[config.mk]
export PLATFORM = sky130hd
export DESIGN_NAME = video_timing_gen
export DESIGN_NICKNAME = d
export VERILOG_FILES = /design/src/rtl/video_timing_gen.sv
export SDC_FILE = /design/constraint.sdc
export NUM_CORES = 1
export LEC_CHECK = 0
export ABC_AREA = 1
export CAP_MARGIN = 20
export CORE_MARGIN = 4
export CORE_UTILIZATION = 40
export DETAILED_ROUTE_END_ITERATION = 12
export DONT_BUFFER_PORTS = 1
export PLACE_DENSITY = 0.63
export SKIP_CTS_REPAIR_TIMING = 1
export SYNTH_ARGS = -nofsm -noshare
export SYNTH_HDL_FRONTEND = slang
export SYNTH_SLANG_ARGS = --single-unit
[constraint.sdc]
create_clock -name iODCK -period 2.1 [get_ports iODCK]
set_input_delay 0.42 -clock iODCK [delete_from_list [all_inputs] [get_ports iODCK]]
set_output_delay 0.42 -clock iODCK [all_outputs]
set_load 0.02 [all_outputs]
[src/rtl/video_timing_gen.sv]
// -----------------------------------------------------------------------------
// video_timing_gen
// Free-running raster source for the dimming pipeline. It produces a pixel
// stream (DE, HSYNC, VSYNC, 24-bit RGB) in the ODCK domain, with a choice of
// test patterns. The pattern and the solid colour are captured once per frame,
// so a frame is never torn by a mid-frame change.
//
// Ports
//   iODCK        in   pixel clock
//   iRST         in   synchronous active-high reset
//   iEn          in   run enable (a frame in progress always completes)
//   iPattern[1:0] in  0 solid, 1 gray ramp, 2 checkerboard, 3 colour bars
//   iColor[23:0] in   solid colour {R,G,B}
//   oDE          out  data enable
//   oHSYNC       out  horizontal sync, active level SYNC_POL
//   oVSYNC       out  vertical sync, active level SYNC_POL
//   oQE[23:0]    out  pixel {R,G,B}, zero outside the active area
//   oFrameStart  out  one-cycle pulse with the first pixel of each frame
//   oFrameCount  out  frames started since reset, wraps 255 -> 0
// All outputs are registered and show raster position (h,v) one clock later.
// -----------------------------------------------------------------------------
module video_timing_gen #(
   parameter int H_ACTIVE = 1920,
   parameter int H_FP     = 88,
   parameter int H_SYNC   = 44,
   parameter int H_BP     = 148,
   parameter int V_ACTIVE = 1080,
   parameter int V_FP     = 4,
   parameter int V_SYNC   = 5,
   parameter int V_BP     = 36,
   parameter int SYNC_POL = 1,
   parameter int BLK_LOG2 = 6
) (
   input  logic        iODCK,
   input  logic        iRST,
   input  logic        iEn,
   input  logic [1:0]  iPattern,
   input  logic [23:0] iColor,
   output logic        oDE,
   output logic        oHSYNC,
   output logic        oVSYNC,
   output logic [23:0] oQE,
   output logic        oFrameStart,
   output logic [7:0]  oFrameCount
);

   localparam int H_TOTAL = H_ACTIVE + H_FP + H_SYNC + H_BP;
   localparam int V_TOTAL = V_ACTIVE + V_FP + V_SYNC + V_BP;

   localparam logic [11:0] H_ACT_C  = 12'(H_ACTIVE);
   localparam logic [11:0] V_ACT_C  = 12'(V_ACTIVE);
   localparam logic [11:0] HS_BEG_C = 12'(H_ACTIVE + H_FP);
   localparam logic [11:0] HS_END_C = 12'(H_ACTIVE + H_FP + H_SYNC);
   localparam logic [11:0] VS_BEG_C = 12'(V_ACTIVE + V_FP);
   localparam logic [11:0] VS_END_C = 12'(V_ACTIVE + V_FP + V_SYNC);
   localparam logic [11:0] H_LAST_C = 12'(H_TOTAL - 1);
   localparam logic [11:0] V_LAST_C = 12'(V_TOTAL - 1);

   localparam logic SYNC_ON  = (SYNC_POL != 0);
   localparam logic SYNC_OFF = ~SYNC_ON;

   typedef enum logic {IDLE = 1'b0, RUN = 1'b1} state_t;

   state_t      state_q, state_d;
   logic [11:0] h_q, h_d;
   logic [11:0] v_q, v_d;
   logic [1:0]  pat_q, pat_d;
   logic [23:0] col_q, col_d;
   logic        de_q, de_d;
   logic        hs_q, hs_d;
   logic        vs_q, vs_d;
   logic [23:0] qe_q, qe_d;
   logic        fs_q, fs_d;
   logic [7:0]  fc_q, fc_d;

   logic        first_w;
   logic        act_w;

   assign first_w = (h_q == 12'd0) && (v_q == 12'd0);
   assign act_w   = (h_q < H_ACT_C) && (v_q < V_ACT_C);

   // Bar boundaries i*H_ACTIVE/8 are elaboration-time constants.
   function automatic logic [2:0] bar_index(input logic [11:0] h);
      logic [2:0] idx;
      idx = 3'd0;
      for (int i = 1; i < 8; i++) begin
         if (h >= 12'(i * H_ACTIVE / 8)) idx = 3'(i);
      end
      return idx;
   endfunction

   function automatic logic [23:0] bar_color(input logic [2:0] idx);
      logic [23:0] c;
      unique case (idx)
         3'd0:    c = 24'hFFFFFF;
         3'd1:    c = 24'hFFFF00;
         3'd2:    c = 24'h00FFFF;
         3'd3:    c = 24'h00FF00;
         3'd4:    c = 24'hFF00FF;
         3'd5:    c = 24'hFF0000;
         3'd6:    c = 24'h0000FF;
         default: c = 24'h000000;
      endcase
      return c;
   endfunction

   function automatic logic [23:0] pixel(input logic [1:0]  pat,
                                         input logic [23:0] col,
                                         input logic [11:0] h,
                                         input logic [11:0] v);
      logic [23:0] p;
      unique case (pat)
         2'd0:    p = col;
         2'd1:    p = {h[10:3], h[10:3], h[10:3]};
         2'd2:    p = (h[BLK_LOG2] ^ v[BLK_LOG2]) ? 24'hFFFFFF : 24'h000000;
         default: p = bar_color(bar_index(h));
      endcase
      return p;
   endfunction

   always_comb begin
      state_d = state_q;
      h_d     = h_q;
      v_d     = v_q;
      pat_d   = pat_q;
      col_d   = col_q;
      de_d    = 1'b0;
      hs_d    = SYNC_OFF;
      vs_d    = SYNC_OFF;
      qe_d    = 24'h000000;
      fs_d    = 1'b0;
      fc_d    = fc_q;
      unique case (state_q)
         IDLE: begin
            h_d = 12'd0;
            v_d = 12'd0;
            if (iEn) state_d = RUN;
         end
         default: begin
            // The shadow is loaded at (0,0) and that pixel already uses the
            // newly captured values.
            if (first_w) begin
               pat_d = iPattern;
               col_d = iColor;
               fs_d  = 1'b1;
               fc_d  = fc_q + 8'd1;
            end
            de_d = act_w;
            hs_d = (h_q >= HS_BEG_C && h_q < HS_END_C) ? SYNC_ON : SYNC_OFF;
            vs_d = (v_q >= VS_BEG_C && v_q < VS_END_C) ? SYNC_ON : SYNC_OFF;
            if (act_w) qe_d = pixel(pat_d, col_d, h_q, v_q);
            if (h_q == H_LAST_C) begin
               h_d = 12'd0;
               if (v_q == V_LAST_C) begin
                  v_d = 12'd0;
                  if (!iEn) state_d = IDLE;
               end else begin
                  v_d = v_q + 12'd1;
               end
            end else begin
               h_d = h_q + 12'd1;
            end
         end
      endcase
   end

   always_ff @(posedge iODCK) begin
      if (iRST) begin
         state_q <= IDLE;
         h_q     <= 12'd0;
         v_q     <= 12'd0;
         pat_q   <= 2'd0;
         col_q   <= 24'h000000;
         de_q    <= 1'b0;
         hs_q    <= SYNC_OFF;
         vs_q    <= SYNC_OFF;
         qe_q    <= 24'h000000;
         fs_q    <= 1'b0;
         fc_q    <= 8'd0;
      end else begin
         state_q <= state_d;
         h_q     <= h_d;
         v_q     <= v_d;
         pat_q   <= pat_d;
         col_q   <= col_d;
         de_q    <= de_d;
         hs_q    <= hs_d;
         vs_q    <= vs_d;
         qe_q    <= qe_d;
         fs_q    <= fs_d;
         fc_q    <= fc_d;
      end
   end

   assign oDE         = de_q;
   assign oHSYNC      = hs_q;
   assign oVSYNC      = vs_q;
   assign oQE         = qe_q;
   assign oFrameStart = fs_q;
   assign oFrameCount = fc_q;

endmodule

==> results of run 1 <==
area by class of cell:
type | instances | area share, %
Multi-Input combinational cell | 512 | 48.4
Sequential cell | 87 | 33.0
Timing Repair Buffer | 34 | 5.52
Clock buffer | 9 | 4.27
Inverter | 56 | 3.98
Tap cell | 143 | 3.39
Clock inverter | 7 | 1.42
stage by stage:
stage | hold slack, ns | util [%] | worst slack, ns | cells | power (mW)
after global placement | 0.456 | 43.3 | 0.133 | 831 | 2.72
after detailed placement | 0.460 | 43.3 | 0.118 | 831 | 2.73
after floorplan | 0.441 | - | 0.358 | 685 | 2.52
after global routing | 0.110 | 46.4 | 0.00367 | 848 | 4.59
after CTS | 0.114 | 45.9 | 0.112 | 847 | 4.38
final | 0.123 | 46.4 | 0.195 | 848 | 4.37
cell usage in the layout, fill, tap and decap left out, types with 2 or more instances in the layout:
| cell | instances |
|---|---|
| nand3_4 | 3 |
| nand3_1 | 91 |
| ha_1 | 4 |
| dfxtp_1 | 86 |
| a21oi_1 | 25 |
| a211oi_1 | 4 |
| clkinv_2 | 2 |
| nand2_1 | 142 |
| nor3b_1 | 3 |
| buf_4 | 30 |
| o31ai_1 | 2 |
| buf_12 | 2 |
| xor2_1 | 5 |
| nand2_4 | 3 |
| nor2_4 | 11 |
| nor2_1 | 116 |
| inv_1 | 54 |
| xnor2_1 | 2 |
| nand2_2 | 7 |
| o21ai_0 | 29 |
| nor3_2 | 2 |
| inv_6 | 4 |
| nor3_1 | 15 |
| nor2_2 | 5 |
| nand4_1 | 35 |
| clkbuf_16 | 9 |
power by group through the flow:
stage | Sequential, mW | Clock (mW) | Combinational (mW)
6_report | 1.92 | 1.65 | 0.795
4_1_cts | 1.92 | 1.69 | 0.774
3_5_place_dp | 1.96 | 0 | 0.773
5_1_grt | 1.94 | 1.75 | 0.900
2_1_floorplan | 1.94 | 0 | 0.586
3_3_place_gp | 1.96 | 0 | 0.761
logic make-up (layout without fill, tap and decap cells):
| family | after synthesis | after routing | synth area share, % |
|---|---|---|---|
| compound gates | 63 | 63 | 7.42 |
| xor+xnor | 7 | 7 | 1.32 |
| fa+ha+maj | 5 | 5 | 1.35 |
| flops | 87 | 87 | 37.5 |
| buf+inv | 87 | 106 | 8.33 |
| simple gates | 436 | 437 | 44.0 |
path summary, 6_finish.rpt:
kind	depth (start not counted)	endpoint	slack [ns]	start
max	12	oQE[1]	0.19	v_q[1]
min	1	oFrameCount[7]	0.12	iRST
max reg2reg	12	oQE[1]	0.19	v_q[1]
min reg2reg	1	h_q[0]	0.46	h_q[0]
routing by layer:
metal	track usage (%)	vias up
li1	-	2299
met1	27.3	2050
met2	28.7	159
met3	6.27	23
met4	7.12	0
met5	0	-
flip-flops by register name, indices dropped and copies added, names as in the netlist, 2 cells and up:
| name | cells |
|---|---|
| col_q | 24 |
| oQE | 24 |
| h_q | 12 |
| v_q | 12 |
| oFrameCount | 8 |
| pat_q | 2 |
==> flow_summary_export.csv, run 1 <==
group,metric,value,unit
place,place.gp.congestion,0.954,
min_path,min_path_type,"in -> reg",
clock_network,htreeDepth,3,
floorplanning,rows,39,
sta,max_freq,525,MHz
clock_network,clkTransAtPathRegs,0.07,ns
layout,nFillCells,1164,
place,io_buffers,0,
drt,met1Wirelength,5970,um
drt,maxUsedRoutingLayer,"met4",
clock_network,clock_latency,0.36,ns
floorplanning,core_area,11400,um^2
logic_synthesis,async_flop_share,0,%
sta,report.final.slew_viol_count,0,
drt,post_drt_via_cell_ratio,5.34,
sta,min_period,1.91,ns
drt,firstDrtPassIters,5,
critical_path,path_cells,"inv_1 -> ha_2 -> nand2_1 -> nor2_4 -> nand3_4 -> nand2_2 -> nand2_2 -> buf_12 -> nand3_1 -> nand3_1 -> nor2_1 -> nor2_1",
drt,met2WireLength,5450,um
floorplanning,start_util,40.8,%
logic_synthesis,synthDistinctLibCells,35,
critical_path,critical_path.top_delay_family,"simple AND/OR/NAND/NOR gates",
sta,grt_setup_unrepaired,"no",
logic_synthesis,ys_ff_latch,87,
clock_network,cts_buffer_depth,2,
pwr,power.leakage,2.41,nW
sta,final.setup_skew,0.00969,ns
pwr,seq_power_share,44.0,%
logic_synthesis,avgSynthCellArea,6.77,um^2
critical_path,required,2.35,ns
pwr,vdd_ir_drop_max,0.652,mV
pwr,swShare,31.2,%
run_status,run_status,"finished, final reports clean",
clock_network,cts-root-buf,"clkbuf_16",
layout,final_area,5280,um^2
layout,ff_latch_area,1740,um^2
logic_synthesis,yosysTopAreaCell,"dfxtp_1",
grt,grt_pass1_vias,4138,
logic_synthesis,ys_seq_area_share,37.5,%
clock_network,cts_sinks,87,
sta,worst_pin_slew,0.499,ns
drt,antenna_left,0,
logic_synthesis,synth_ff_type,"dfxtp_1",
drt,wirelength,12700,um
clock_network,cts_tree,"done",
grt,grt_pass1_wl,20700,um
floorplanning,pin_count,65,
logic_synthesis,synth_area_leaders,"dfxtp_1 (38%), nand2_1 (12%), nand3_1 (9.8%)",
pwr,p_clk_share,37.8,%
sta,report.final.hold_viol_count,0,
logic_synthesis,yosys-top-cells-count,"nand2_1 (143), nor2_1 (119), nand3_1 (91), dfxtp_1 (87), inv_1 (54)",
critical_path,worstPathArrival,2.16,ns
drt,avgRoutedWirePerCell,15.0,um
sta,slew_headroom,66.6,%
critical_path,crit_buf_inv,2,
grt,gr-total-overflow,0,
pwr,p_per_area,828,nW/um^2
layout,syn_to_final_growth,13.8,%
pwr,combPwrFrac,18.2,%
logic_synthesis,synth-edff-count,0,
layout,multiInputGateArea,2560,um^2
layout,drive_gt1_share,12.2,%
critical_path,critPathKind,"reg -> reg",
critical_path,worstPathMaxFanout,32,
drt,vias,4531,
drt,drc,0,
job,cap_viol_max_count,0,
logic_synthesis,yosys_warnings,0,
logic_synthesis,synth_area,4640,um^2
place,hpwl,9680,um
grt,grt.total_usage,19.7,%
clock_network,numCtsBuffers,9,
critical_path,crit_path_end_kind,"flip-flop",
sta,timing.setup.tns,0,ns
critical_path,crit_slowest_cell,"dfxtp_1",
logic_synthesis,netlist.area_leader.share,37.5,%
drt,drtIter0Drc,334,
pwr,p_int,3.00,mW
logic_synthesis,synthCells,685,
place,dpl_cell_area,4920,um^2
logic_synthesis,syn-num-nets,719,
pwr,netSwitchingPower,1.37,mW
layout,diodes,0,
sta,setup_violations,0,
floorplanning,dieArea,13400,um^2
sta,post-route-period-util,90.7,%
floorplanning,die_w,116,um
drt,route.met3.wl,1070,um
logic_synthesis,yosysMostFrequentCell,"nand2_1",
layout,nNetsFinal,734,
floorplanning,dieHeight,116,um
grt,antenna_found_initial,0,
critical_path,crit_path_max_incr_delay,0.34,ns
critical_path,start_kind,"flip-flop",
grt,grt_max_degree,33,
(Power assumes the default switching activity.)
==> inputs of run 2 (changes only) <==
--- a/config.mk
+++ b/config.mk
@@ -12,6 +12,7 @@
 export DETAILED_ROUTE_END_ITERATION = 12
 export DONT_BUFFER_PORTS = 1
 export PLACE_DENSITY = 0.63
+export SETUP_SLACK_MARGIN = 0.2
 export SKIP_CTS_REPAIR_TIMING = 1
 export SYNTH_ARGS = -nofsm -noshare
 export SYNTH_HDL_FRONTEND = slang
==> run 2 against run 1 <==
Clock power hardly changed; non-clock buffer count is 14 higher; fmax rose by 1.6%; via count up 4.3%; final cell count up 2.0%; sequential cell count is the same; setup slack better by 0.029 ns; wire length increased by 8.7%; worst hold slack worse by 0.0010 ns; critical path type unchanged; global-route usage unchanged.
==> flow_summary_export.csv, run 2 (same netlist as run 1, synthesis figures left out) <==
group,metric,value,unit
critical_path,critPathKind,"reg -> reg",
layout,nNetsFinal,751,
drt,wirelength,13800,um
drt,drc,0,
drt,post_drt_via_cell_ratio,5.46,
critical_path,crit_path_end_kind,"flip-flop",
floorplanning,start_util,40.8,%
grt,gr-usage-met2,28.7,%
sta,setup_violations,0,
layout,final_util,52.1,%
floorplanning,dieArea,13400,um^2
drt,drtIter0Drc,399,
place,io_buffers,0,
sta,post-route-period-util,89.3,%
min_path,min_path_type,"in -> reg",
place,place.gp.congestion,0.954,
clock_network,cts_tree,"done",
grt,use_met1,27.3,%
clock_network,clkTransAtPathRegs,0.07,ns
grt,grtUsageMet3,6.27,%
floorplanning,rows,39,
sta,final.setup_skew,0.00682,ns
critical_path,required,2.35,ns
place,place_ws,0.118,ns
sta,worst_pin_slew,0.572,ns
sta,report.final.slew_viol_count,0,
critical_path,worstPathMaxFanout,8,
sta,fin_ws,0.224,ns
layout,drive_gt1_share,24.1,%
sta,max_freq,533,MHz
pwr,vdd_ir_drop_max,0.659,mV
grt,gr-total-overflow,0,
run_status,run_status,"finished, final reports clean",
floorplanning,dieHeight,116,um
layout,diodes,0,
sta,slew_headroom,61.9,%
critical_path,start_kind,"flip-flop",
layout,final_cell_mix,"nand2_1 (135), nor2_1 (101), dfxtp_1 (80), nand3_1 (59), inv_1 (48)",
grt,grt_pass1_vias,4138,
sta,grt_setup_unrepaired,"yes",
grt,grt.total_usage,19.7,%
drt,firstDrtPassIters,5,
grt,grt_pass1_wl,20700,um
floorplanning,core_area,11400,um^2
layout,syn_to_final_growth,27.7,%
pwr,p_per_area,784,nW/um^2
drt,antenna_left,0,
layout,mostFrequentLayoutCell,"nand2_1",
grt,antenna_found_initial,0,
place,hpwl,9680,um
floorplanning,pin_count,65,
place,dpl_cell_area,4920,um^2
critical_path,worstPathArrival,2.13,ns
clock_network,cts_buffer_depth,2,
drt,avgRoutedWirePerCell,16.0,um
clock_network,numCtsBuffers,9,
sta,report.final.hold_viol_count,0,
floorplanning,die_w,116,um
job,cap_viol_max_count,0,
layout,final_area,5930,um^2
pwr,p_total,4.64,mW
sta,timing.setup.tns,0,ns
clock_network,cts-root-buf,"clkbuf_16",
clock_network,cts_sinks,87,
sta,min_period,1.88,ns
grt,busiest_layer,"met2",
clock_network,htreeDepth,3,
drt,vias,4724,
pwr,power.leakage,2.69,nW
clock_network,clock_latency,0.36,ns
grt,grt_max_degree,33,
==> run 2: critical path, stage by stage, from the launching register on <==
cell	delay, ns
dfxtp_2	0.34
inv_2	0.08
ha_4	0.19
nand2_4	0.07
nor2_4	0.17
nand3_4	0.15
nand2_2	0.12
nand2_4	0.09
clkbuf_16	0.19
nand3_1	0.10
nand3_1	0.11
nor2_1	0.12
nor2_1	0.05
==> run 2: path summary, 6_finish.rpt <==
check	start	end	slack, ns	depth (start not counted)
min	iRST	oFrameCount[7]	0.12	1
max reg2reg	v_q[1]	oQE[1]	0.22	12
min reg2reg	h_q[0]	h_q[0]	0.46	1
max	v_q[1]	oQE[1]	0.22	12
==> run 2: power by group <==
part / total, mW / internal [mW] / switching, mW
Clock: 1.66 / 0.935 / 0.726
Combinational: 1.06 / 0.417 / 0.643
Sequential: 1.92 / 1.78 / 0.141
==> run 2: final cells by class <==
cell class,instances,area (um^2)
tap,143,179
sequential,87,1750
clock inverter,7,75.1
timing repair buffer,48,472
clock buffer,9,225
inverter,56,216
fill,1086,5440
multi-input combinational,515,3010
==> run 2: metal layers <==
layer / up-vias / part of all wire, %
li1: 2338 / -
met3: 21 / 7.8
met2: 197 / 45
met1: 2168 / 45
met4: 0 / 1.7
met5: - / 0
==> run 2: through the flow <==
| stage | instances | hold WS, ns |
|---|---|---|
| 4_1_cts | 847 | 0.114 |
| 5_1_grt | 865 | 0.109 |
| 3_3_place_gp | 831 | 0.456 |
| 2_1_floorplan | 685 | 0.441 |
| 6_report | 865 | 0.122 |
| 3_5_place_dp | 831 | 0.460 |
